**src/rtl/hc595_disp_tx.sv**
```systemverilog
// hc595_disp_tx: double-dabble BCD of disp_data scanned over 8 digits, each digit frame
// shifted MSB-first into two daisy-chained 74HC595s (segment byte, then digit-select byte).
module hc595_disp_tx #(
   parameter int SCAN_DIV = 50000,
   parameter int SCLK_DIV = 4
) (
   input  logic        clk,
   input  logic        reset,
   input  logic [19:0] disp_data,
   input  logic [2:0]  flag,
   output logic        sh_cp,
   output logic        st_cp,
   output logic        ds,
   output logic        busy
);
   localparam int SW = $clog2(SCAN_DIV + 1);
   localparam int DW = $clog2(SCLK_DIV + 1);
   // sh_cp and st_cp are direct state bits so the HC595 clocks never glitch
   typedef enum logic [2:0] {IDLE = 3'b000, LO = 3'b001, HI = 3'b010, LATCH = 3'b100} state_t;
   state_t state_q, state_d;
   logic [SW-1:0] scan_q, scan_d;
   logic [DW-1:0] div_q, div_d;
   logic [2:0]    dig_q, dig_d;
   logic [15:0]   frame_q, frame_d;
   logic [4:0]    bits_q, bits_d;
   logic [19:0]   bin_q, bin_d;
   logic [27:0]   bcd_q, bcd_d, shown_q, shown_d, adj;
   logic [4:0]    conv_q, conv_d;
   logic [31:0]   digits;
   logic [7:0]    seg;
   logic          tick, div_end;

   function automatic logic [7:0] seg_code(input logic [3:0] n);
      case (n)
         4'd0: seg_code = 8'hC0;
         4'd1: seg_code = 8'hF9;
         4'd2: seg_code = 8'hA4;
         4'd3: seg_code = 8'hB0;
         4'd4: seg_code = 8'h99;
         4'd5: seg_code = 8'h92;
         4'd6: seg_code = 8'h82;
         4'd7: seg_code = 8'hF8;
         4'd8: seg_code = 8'h80;
         4'd9: seg_code = 8'h90;
         default: seg_code = 8'hFF;
      endcase
   endfunction

   always_comb begin
      tick = scan_q == SW'(SCAN_DIV - 1);
      scan_d = tick ? '0 : scan_q + 1'b1;
      dig_d = tick ? dig_q + 3'd1 : dig_q;
   end

   // conv_q 21..2 runs the 20 shift/add-3 steps, 1 publishes the finished snapshot
   always_comb begin
      for (int i = 0; i < 7; i++)
         adj[4*i +: 4] = bcd_q[4*i +: 4] >= 4'd5 ? bcd_q[4*i +: 4] + 4'd3 : bcd_q[4*i +: 4];
      bin_d = bin_q;
      bcd_d = bcd_q;
      shown_d = shown_q;
      conv_d = conv_q;
      if (tick && dig_d == 3'd7) begin
         bin_d = disp_data;
         bcd_d = '0;
         conv_d = 5'd21;
      end else if (conv_q != 5'd0) begin
         conv_d = conv_q - 5'd1;
         if (conv_q == 5'd1) shown_d = bcd_q;
         else {bcd_d, bin_d} = {adj, bin_q} << 1;
      end
   end

   always_comb begin
      digits = {4'h0, shown_q};
      seg = dig_d == 3'd7 ? seg_code({1'b0, flag}) & 8'h7F
          : (dig_d != 3'd0 && (digits >> (4 * dig_d)) == 32'd0) ? 8'hFF
          : seg_code(digits[4 * dig_d +: 4]);
   end

   always_ff @(posedge clk) begin
      if (reset) begin
         state_q <= IDLE;
         scan_q  <= '0;
         div_q   <= '0;
         dig_q   <= 3'd7;
         frame_q <= '0;
         bits_q  <= '0;
         bin_q   <= '0;
         bcd_q   <= '0;
         shown_q <= '0;
         conv_q  <= '0;
      end else begin
         state_q <= state_d;
         scan_q  <= scan_d;
         div_q   <= div_d;
         dig_q   <= dig_d;
         frame_q <= frame_d;
         bits_q  <= bits_d;
         bin_q   <= bin_d;
         bcd_q   <= bcd_d;
         shown_q <= shown_d;
         conv_q  <= conv_d;
      end
   end

   always_comb begin
      div_end = div_q == DW'(SCLK_DIV - 1);
      state_d = state_q;
      div_d = div_end ? '0 : div_q + 1'b1;
      frame_d = frame_q;
      bits_d = bits_q;
      case (state_q)
         IDLE: begin
            div_d = '0;
            if (tick) begin
               state_d = LO;
               frame_d = {seg, ~(8'd1 << dig_d)};
               bits_d = 5'd16;
            end
         end
         LO: if (div_end) state_d = HI;
         HI: if (div_end) begin
            frame_d = frame_q << 1;
            bits_d = bits_q - 5'd1;
            state_d = bits_q == 5'd1 ? LATCH : LO;
         end
         LATCH: if (div_end) state_d = IDLE;
         default: state_d = IDLE;
      endcase
   end

   always_comb begin
      sh_cp = state_q[1];
      st_cp = state_q[2];
      busy = state_q != IDLE;
      ds = frame_q[15];
   end
endmodule

```
**config.mk**
```make
export PLATFORM = sky130hd
export DESIGN_NAME = hc595_disp_tx
export DESIGN_NICKNAME = d
export VERILOG_FILES = /design/src/rtl/hc595_disp_tx.sv
export SDC_FILE = /design/constraint.sdc
export NUM_CORES = 1
export LEC_CHECK = 0
export CAP_MARGIN = 20
export CELL_PAD_IN_SITES_DETAIL_PLACEMENT = 2
export CELL_PAD_IN_SITES_GLOBAL_PLACEMENT = 2
export CORE_ASPECT_RATIO = 0.9
export CORE_UTILIZATION = 36
export DETAILED_ROUTE_END_ITERATION = 7
export PLACE_DENSITY = 0.79
export SYNTH_ARGS = -nofsm -noshare
export SYNTH_HDL_FRONTEND = slang
export SYNTH_SLANG_ARGS = --single-unit
```
**constraint.sdc**
```tcl
create_clock -name clk -period 4.8 [get_ports clk]
set_input_delay 0.96 -clock clk [delete_from_list [all_inputs] [get_ports clk]]
set_output_delay 0.96 -clock clk [all_outputs]
set_load 0.01 [all_outputs]
```
==> results.md <==
* Final Skew at 0.0160 ns
* Die ar. at 0.0197 mm^2
* FP Rows at 47
* Most common cell in the synthesized netlist: nand2_1
* Clock root cell: clkbuf_16
* Number of synthesized flops with an enable pin at 0
* Status: completed
* Sequential cell area fraction in the yosys report at 0.369
* Max frequency at 247 MHz
* HP Class: flip-flop to flip-flop
* Routed WL per cell at 18.9 um
* Leak pwr at between 3 and 4 nW
* Maximum VDD drop at about 0.21 mV
* Main synth FF type: dfxtp_1
* Post-synthesis cell type count at 62
* Detailed Route Iter0 Violations at roughly 190
* Biggest area consumer among synthesized cells: dfxtp_1
* # Post-CTS Setup Buffers at 0
* MaxCap Viol Count at 0
* Num CTS Buffers at 17
* DRT antenna net count at 0
* Rel. slew slack at 0.322
* Synth-to-Final Area Change at 15.6%
* Tmin final at a little over 4 ns
* Commonest cells in the netlist: 136 x nand2_1, 134 x nor2_1, 127 x dfxtp_1, 108 x a21oi_1, 48 x o21ai_0
* Cts hold-fix bufs at 0
* TNS Setup at 0 ns
* DP HPWL at 15300 um
* Initial antenna violation count at 0
* WP data arrival at between 4 and 5 ns
* Syn Nets at 968
* N_diodes at 0
* Crit Path Class: flip-flop to flip-flop
* GPL Wtd Cong at 0.873
* Core Region at about 0.019 mm^2
* Required time worst endpoint at 5.15 ns
* Syn_area_per_cell at between 7 and 8 um^2
* H-tree levels at 4
* Crit. End Element: flip-flop
* Slew Viols, Final at 0
* Family with the most delay on the worst path: compound AO/OA/AOI/OAI gates
* Placed insts at 1143
* Pwr Total at 3.37 mW
* Pre-CTS setup slack at 0.741 ns
* Post-route cell area at 0.00797 mm^2
* Crit start category: flip-flop
* Via count at 6479
* Worst-Margin Slew at just over 1 ns
* Drt first pass iters at 4
* Slowest CP cell: dfxtp_1
* Via-to-Cell Ratio at 5.51
* Crit path setup slack, layout at 0.746 ns
* Yosys top cell area share at 0.369
* Layout cell share with drive strength beyond 1 at 0.0688
* Cell count after synthesis at 910
* Worst stage delay on the critical path at 0.84 ns
* Worst path cell trace: ha_1 -> nor2_1 -> mux2i_1 -> o22a_1 -> a41oi_1 -> ha_1 -> inv_1 -> a211o_1 -> a211oi_4 -> o211ai_1 -> a211oi_2
* Clock Path Buffers at 2
* Clk Latency, worst-skew pair at 0.43 ns
* Final wirelength at 22200 um
* Starting Density at 0.371
* I/O pin count at 29
* Max FO, Critical Path at 24
* Nets at 975
* Setup-failing EPs final at 0
* Vias in the first global route at 7286
* Crit path buf inv count at 1
* Final Util at 0.429
* Die H at around 130 um
* PD cells at 424 mW/mm^2
* Sinks on Clock Net at 127
* Synthesized flop and latch total at 127
* Period utilization at 0.845
* Filler cells at 2151
* # DRC at 0
* Worst hold slack at 0.449 ns
* CTS resizes at 0
* Asr flop ratio synth at 0
* Largest net degree at the start of global routing at 57
* GRT Total Usage at 0.239
* PortBufs at 28
* Area after DPL at 0.00736 mm^2
* Fin. Hold Viols at 0
* CTS tree: done
* Clock transition at the registers of the reported paths at 0.06 ns
* YS warnings at 0
* Crit-path most repeated cell: ha_1
* First-pass GRT wire length at about 37000 um
* Grt ovf at 0
* RSZ-0062 raised after global routing: no
* Most area-consuming cells after synthesis: dfxtp_1 37%, a21oi_1 7.8%, nand2_1 7.4%, nor2_1 7.3%, ha_1 6.0%
* Non-Filler Instances at 1175
* Cell Area, Synth at about 0.007 mm^2
* Die span in x at around 150 um
placed cells by master (no fill, tap or decap), types with 3 or more instances in the layout:
cell,synthesis,layout
or2_2,5,5
ha_1,33,33
nor4_1,6,6
nor3_1,16,16
inv_1,27,27
nor2b_1,5,5
nand4_1,3,3
xor2_1,8,8
nand3_1,41,41
xnor2_1,18,18
bufinv_16,0,3
a21oi_1,108,108
nor2_1,134,134
clkinv_4,0,3
o221ai_1,6,6
nor3b_1,8,8
dfxtp_1,127,127
mux2i_1,15,15
and3_1,11,11
nand2_1,136,136
o211ai_1,6,6
mux2_2,6,6
clkdlybuf4s50_1,0,27
a211oi_1,11,11
o22a_1,3,3
clkinv_2,0,5
o21ai_0,48,47
o22ai_1,6,6
a221oi_1,4,4
buf_4,0,11
nand2b_1,23,23
clkbuf_16,0,17
kinds of logic (layout without fill, tap and decap cells):
kind of cell	count (synthesis)	after routing	synth area share
AOI/OAI and AO/OA	218	218	0.189
xor gates and xnor gates	26	26	0.0330
adders and majority gates	33	33	0.0599
buffers and inverters	78	98	0.0432
DFF	127	127	0.369
muxes	22	22	0.0349
and+or+nand+nor	406	406	0.271
worst reg2reg max path: stages, from the launching register on:
cell and delay, ns:
dfxtp_1 0.84, ha_1 0.53, nor2_1 0.27, mux2i_1 0.25, o22a_1 0.25, a41oi_1 0.50
ha_1 0.24, inv_1 0.06, a211o_1 0.26, a211oi_4 0.36, o211ai_1 0.18, a211oi_2 0.24
worst paths after layout:
path,from,end,slack [ns],cells past startpoint
max,dig_q[0],frame_q[10],0.75,11
min,div_q[0],div_q[0],0.45,1
max reg2reg,dig_q[0],frame_q[10],0.75,11
min reg2reg,div_q[0],div_q[0],0.45,1
routing by layer:
layer | up-vias | global-route usage | routed length, um
li1 | 3165 | - | -
met5 | - | 0 | 0
met4 | 0 | 0.0779 | 387
met2 | 60 | 0.427 | 11100
met1 | 3228 | 0.291 | 10200
met3 | 26 | 0.0370 | 460
area by class of cell:
type	instances	area [um^2]	share of cell area
Clock buffer	18	439	0.0551
Inverter	27	101	0.0127
Clock inverter	14	165	0.0207
Sequential cell	127	2540	0.319
Timing Repair Buffer	39	358	0.0449
Tap cell	245	307	0.0385
Multi-Input combinational cell	705	4060	0.509
sequential cells by signal, indices dropped and copies added, names as in the netlist:
name     cells
bin_q       20
div_q        3
dig_q        3
frame_q     16
conv_q       5
state_q      3
bcd_q       28
scan_q      16
shown_q     28
bits_q       5
report_power, final:
part           switching (mW)  leakage (nW)  internal (mW)
sequential             0.0998          1.03           1.13
combinational           0.555          1.71          0.252
clock                   0.509         0.296          0.828
total                    1.16          3.03           2.21
No activity file was read; power rests on OpenSTA's default activity.
==> RTL edit 1, RTL diff (same settings) <==
Register the inputs `disp_data` and `flag` before use. The logic sees them one clock later.
--- a/src/rtl/hc595_disp_tx.sv
+++ b/src/rtl/hc595_disp_tx.sv
@@ -18,4 +18,13 @@
    // sh_cp and st_cp are direct state bits so the HC595 clocks never glitch
    typedef enum logic [2:0] {IDLE = 3'b000, LO = 3'b001, HI = 3'b010, LATCH = 3'b100} state_t;
+
+   logic [19:0] disp_data_q;
+   logic [2:0] flag_q;
+
+   always_ff @(posedge clk) begin
+      disp_data_q <= disp_data;
+      flag_q      <= flag;
+   end
+
    state_t state_q, state_d;
    logic [SW-1:0] scan_q, scan_d;
@@ -62,5 +71,5 @@
       conv_d = conv_q;
       if (tick && dig_d == 3'd7) begin
-         bin_d = disp_data;
+         bin_d = disp_data_q;
          bcd_d = '0;
          conv_d = 5'd21;
@@ -74,5 +83,5 @@
    always_comb begin
       digits = {4'h0, shown_q};
-      seg = dig_d == 3'd7 ? seg_code({1'b0, flag}) & 8'h7F
+      seg = dig_d == 3'd7 ? seg_code({1'b0, flag_q}) & 8'h7F
           : (dig_d != 3'd0 && (digits >> (4 * dig_d)) == 32'd0) ? 8'hFF
           : seg_code(digits[4 * dig_d +: 4]);
Formal check against the unedited RTL: same outputs for any inputs over 10 cycles, from zero or initial values and one cycle with reset high; that may be too few to reach the edited logic, so the function may still have changed.
==> RTL edit 1 against the original RTL <==
- routed wire length down 0.41%
- total power up 9.4%
- first-iteration DRC count up 48%
- final area up 9.3%
- area after synthesis up 9.6%
- die area up 9.5%
- sequential cell count up 27
- setup slack worse by 31 ps
- critical endpoint is now frame_q[11]$_SDFFE_PP0P_
==> RTL edit 1: results (changes against the original RTL) <==
[status]
status = finished clean

[final_layout]
reg_top3 = bcd_q: 28 flops, shown_q: 28 flops
drive_gt1_share_pct = 6.943  ; +0.061 points
fill_cells = 2282  ; +6.1%
num_antenna_cells = 0  ; unchanged

[drt]
initialDrtViolationCount = 284  ; +48%
first_pass_iters = 4  ; unchanged
routed_wl_um = 22130  ; -0.41%
vias_per_cell = 5.443  ; -1.3%

[sta]
worstMarginPinSlew_ps = 837.3  ; -179.6 ps
fin_worst_skew_ps = 12.19  ; -3.775 ps

[place]
hpwl_um = 15160  ; -0.63%
gp_congestion = 0.8807  ; +0.91%
io_buffers = 28  ; unchanged

[worst_setup_path]
r2r_cells = 11  ; unchanged
cp-startpoint = scan_q[6]$_SDFF_PP0_
cp_data_arrival_time_ps = 4400  ; about the same
r2r_slack_ps = 710  ; -30 ps
critical_path_class = flop to flop
r2r_end = frame_q[11]$_SDFFE_PP0P_
cp_max_fo = 11  ; -54%

[logic_synthesis]
synth_seq_area_share_pct = 40.81  ; +3.9 points
synthArstFlopShare_pct = 0  ; unchanged
synth_cell_types = 66  ; +6.5%
yosys.area.top_type = dfxtp_1
ys_warn_count = 0  ; unchanged
syn_nets = 1000  ; +3.3%
synth_common_cells = dfxtp_1, nand2_1, nor2_1, a21oi_1, o21ai_0
synth_area_leaders = dfxtp_1, a21oi_1, nand2_1

[power_and_ir_drop]
ir_drop_mv = 0.2737  ; +30%
leakagePower_nw = 3.297  ; +8.7%

[cts]
path_clk_slew_ps = 70
cts_buffer_depth = 2  ; unchanged
cts_resized = 0  ; unchanged
h-tree-depth = 4  ; unchanged
clkLatencyLatePin_ps = 440
cts_inserted_buffers = 17  ; unchanged
cts_setup_buffers = 0  ; unchanged
cts-root-buf = clkbuf_16

[grt]
grt_use_total_pct = 21.68  ; -2.2 points
grt_pass1_wl_um = 37450  ; +0.59%
antenna_found_initial = 0  ; unchanged
grt_pass1_vias = 7214  ; -0.99%
grt_max_degree = 57  ; unchanged

[min_path]
hold_class = flop to flop

[RTL edit 1: power breakdown]
group          leakage [nW]  internal (mW)  switching (mW)
combinational          1.75          0.287           0.545
clock                 0.298          0.712           0.679
sequential             1.25           1.37           0.101
[RTL edit 1: worst min path at each step]
stage | from | endpoint | slack [ps] | cells past startpoint
after floorplan | div_q[0]$_SDFF_PP0_ | div_q[0]$_SDFF_PP0_ | 410 | 1
after global placement | div_q[0]$_SDFF_PP0_ | div_q[0]$_SDFF_PP0_ | 420 | 1
after detailed placement | div_q[0]$_SDFF_PP0_ | div_q[0]$_SDFF_PP0_ | 430 | 1
after CTS | div_q[0]$_SDFF_PP0_ | div_q[0]$_SDFF_PP0_ | 450 | 1
after global routing | div_q[0]$_SDFF_PP0_ | div_q[0]$_SDFF_PP0_ | 460 | 1
final | div_q[0]$_SDFF_PP0_ | div_q[0]$_SDFF_PP0_ | 450 | 1
[RTL edit 1: logic make-up after synthesis]
family	Yosys count	share of synthesized area, %
simple gates	390	23.77
compound gates	232	18.75
flops	154	40.81
buf+inv	84	4.488
fa+ha+maj	33	5.465
xor+xnor	25	2.898
mux	24	3.826
[RTL edit 1: through the flow]
| stage | hold WS [ps] | area [µm²] | util (%) | instances | worst slack [ps] |
|---|---|---|---|---|---|
| after floorplan | 408.0 | 7555 | - | 942 | 1438 |
| after global placement | 419.2 | 8060 | 39.72 | 1212 | 968.8 |
| after detailed placement | 432.6 | 8060 | 39.72 | 1212 | 849.2 |
| after CTS | 450.2 | 8686 | 42.80 | 1244 | 726.5 |
| after global routing | 461.6 | 8713 | 42.94 | 1245 | 469.4 |
| final | 445.9 | 8713 | 42.94 | 1245 | 714.7 |
[RTL edit 1: critical path, cell delays in order (launching register included)]
cell       delay, ps
dfxtp_1          410
or4b_4           530
nor4_4           750
mux2i_1          490
o22ai_1          220
nor2_1           170
a21oi_1          150
ha_1             240
o2111a_1         160
a31oi_2          380
a2bb2o_1         340
o2bb2ai_1        130
[RTL edit 1: metal layers]
layer	vias up	GRT usage [%]	share of wire, %
met5	-	0	0
met4	0	7.191	1.9
met3	30	3.270	2.1
met2	79	36.10	47
met1	3378	28.65	49
li1	3290	-	-
[RTL edit 1: final cells by class]
| class | count | area (µm²) | share of cell area, % |
|---|---|---|---|
| inverter | 35 | 131.4 | 1.508 |
| tap | 280 | 350.3 | 4.021 |
| multi-input combinational | 704 | 4138 | 47.49 |
| sequential | 154 | 3083 | 35.38 |
| clock inverter | 15 | 200.2 | 2.298 |
| timing repair buffer | 40 | 385.4 | 4.423 |
| clock buffer | 17 | 425.4 | 4.882 |
==> RTL edit 2, RTL diff (same flow settings) <==
Without the edit above. The parameter `SCLK_DIV` goes from 4 to 2.
--- a/src/rtl/hc595_disp_tx.sv
+++ b/src/rtl/hc595_disp_tx.sv
@@ -3,5 +3,5 @@
 module hc595_disp_tx #(
    parameter int SCAN_DIV = 50000,
-   parameter int SCLK_DIV = 4
+   parameter int SCLK_DIV = 2
 ) (
    input  logic        clk,
Formal check against the unedited RTL: same outputs for any inputs over 10 cycles, from zero or initial values and one cycle with reset high; that may be too few to reach the edited logic, so the function may still have changed.
==> RTL edit 2 against the original RTL <==
- total power rose by 1.9%
- final cell count grew 0.51%
- sequential cell count decreased by 1
- setup slack improved by 68 ps
- final area grew 1.8%
- global-route usage shrank 0.16 points
- first-iteration DRC count increased by 14%
- clock skew is 4.6 ps lower
- routed wire length increased by 2.2%
- area after synthesis grew 1.5%
- die area rose by 1.5%
- critical path type unchanged
- largest cell class unchanged
- highest routed layer unchanged
==> RTL edit 2: results (changes against the original RTL) <==
[status]
status = finished clean

[place]
io_buffers = 28  ; unchanged
dpl_cell_area_um2 = 7456  ; +1.2%
dpl_worst_slack_ps = 858.8  ; +117.5 ps
gp_congestion = 0.8803  ; +0.86%
hpwl_um = 15610  ; +2.3%

[grt]
use_met2_pct = 41.86  ; -0.83 points
grt_max_degree = 50  ; -12%
grt_pass1_vias = 7243  ; -0.59%
grt_use_total_pct = 23.70  ; -0.16 points
global_route.usage.met1_pct = 29.13  ; about the same
grtUsageMet3_pct = 3.810  ; +0.11 points
antenna_found_initial = 0  ; unchanged
grt_pass1_wl_um = 37410  ; +0.50%

[logic_synthesis]
synth_seq_area_share_pct = 36.06  ; -0.83 points
synth_common_cells = nand2_1, dfxtp_1, nor2_1, a21oi_1, nand3_1
synth-compound-area-share_pct = 17.85  ; -1.1 points
synth_area_leaders = dfxtp_1, nand2_1, a21oi_1
synth_cell_types = 69  ; +11%
syn_nets = 970  ; +0.21%
synth_xor_area_share_pct = 3.756  ; +0.45 points
ys.flop_type = dfxtp_1
synthAdderAreaFrac_pct = 5.723  ; -0.27 points
synthMuxAreaShare_pct = 5.115  ; +1.6 points
synthArstFlopShare_pct = 0  ; unchanged

[worst_setup_path]
r2r_slack_ps = 810  ; +70 ps
r2r_cells = 12  ; +1
r2r_end = frame_q[9]$_SDFFE_PP0P_
cp_data_arrival_time_ps = 4310  ; -90 ps
cp_max_fo = 22  ; -8.3%
r2r-start = scan_q[7]$_SDFF_PP0_

[drt]
drt-met1-wl_um = 10270  ; +0.20%
routed_wl_um = 22710  ; +2.2%
routed-wl-met3_um = 722  ; +57%
vias = 6623  ; +2.2%
first_pass_iters = 5  ; +1
routed.top_layer = met4
initialDrtViolationCount = 219  ; +14%
met2_length_um = 11390  ; +2.4%

[cts]
cts-root-buf = clkbuf_16
h-tree-depth = 4  ; unchanged
cts_buffer_depth = 2  ; unchanged
cts_resized = 0  ; unchanged

[power_and_ir_drop]
leakagePower_nw = 3.079  ; +1.5%
ir_drop_mv = 0.2374  ; +12%

[sta]
worstMarginPinSlew_ps = 1046  ; +29.44 ps
hold_violations = 0  ; unchanged
fin_worst_skew_ps = 11.36  ; -4.600 ps
finalSetupViolCount = 0  ; unchanged
fin_hold_ws_ps = 457.9  ; +8.625 ps

[final_layout]
fill_cells = 2165  ; +0.65%
fin_nets = 980  ; +0.51%
reg_top3 = bcd_q: 28 flops, shown_q: 28 flops, bin_q: 20 flops
num_antenna_cells = 0  ; unchanged
drive_gt1_share_pct = 7.372  ; +0.49 points

[min_path]
worstHoldStart = scan_q[0]$_SDFF_PP0_
hold_class = flop to flop
worstHoldEndpoint = scan_q[0]$_SDFF_PP0_

## RTL edit 2: critical path: stages, from the launching register on
cell and delay [ps]:
dfxtp_1 340, or4b_4 590, nor4_4 280, buf_4 330
mux2_2 400, o22ai_1 250, nor2_1 70, a21oi_1 330
ha_1 260, o311ai_1 160, a211oi_4 370, a2111oi_1 150
o41ai_1 330
## RTL edit 2: how the worst max path moves through the flow
stage | slack [ps] | to | start | cells past startpoint
3_3_place_gp | 1030 | frame_q[8]$_SDFFE_PP0P_ | scan_q[7]$_SDFF_PP0_ | 10
3_5_place_dp | 860 | frame_q[9]$_SDFFE_PP0P_ | scan_q[7]$_SDFF_PP0_ | 12
2_1_floorplan | 1290 | frame_q[9]$_SDFFE_PP0P_ | scan_q[7]$_SDFF_PP0_ | 12
6_report | 810 | frame_q[9]$_SDFFE_PP0P_ | scan_q[7]$_SDFF_PP0_ | 12
5_1_grt | 590 | frame_q[9]$_SDFFE_PP0P_ | scan_q[6]$_SDFF_PP0_ | 12
4_1_cts | 810 | frame_q[9]$_SDFFE_PP0P_ | scan_q[15]$_SDFF_PP0_ | 12
## RTL edit 2: stage by stage
step / utilization [%] / cells
floorplan: - / 913
global placement: 39.87 / 1147
detailed placement: 39.87 / 1147
CTS: 43.29 / 1179
global route: 43.40 / 1181
finish: 43.40 / 1181
## RTL edit 2: layout make-up
type | count | area (µm²) | area share [%]
Clock buffer | 19 | 452.9 | 5.581
Clock inverter | 13 | 186.4 | 2.297
Tap cell | 245 | 306.5 | 3.777
Multi-Input combinational cell | 708 | 4153 | 51.17
Timing Repair Buffer | 43 | 392.9 | 4.841
Sequential cell | 126 | 2522 | 31.08
Inverter | 27 | 101.3 | 1.249
## RTL edit 2: power breakdown
group,internal [mW],switching (mW)
clock network,0.898,0.511
logic,0.256,0.552
registers,1.12,0.100
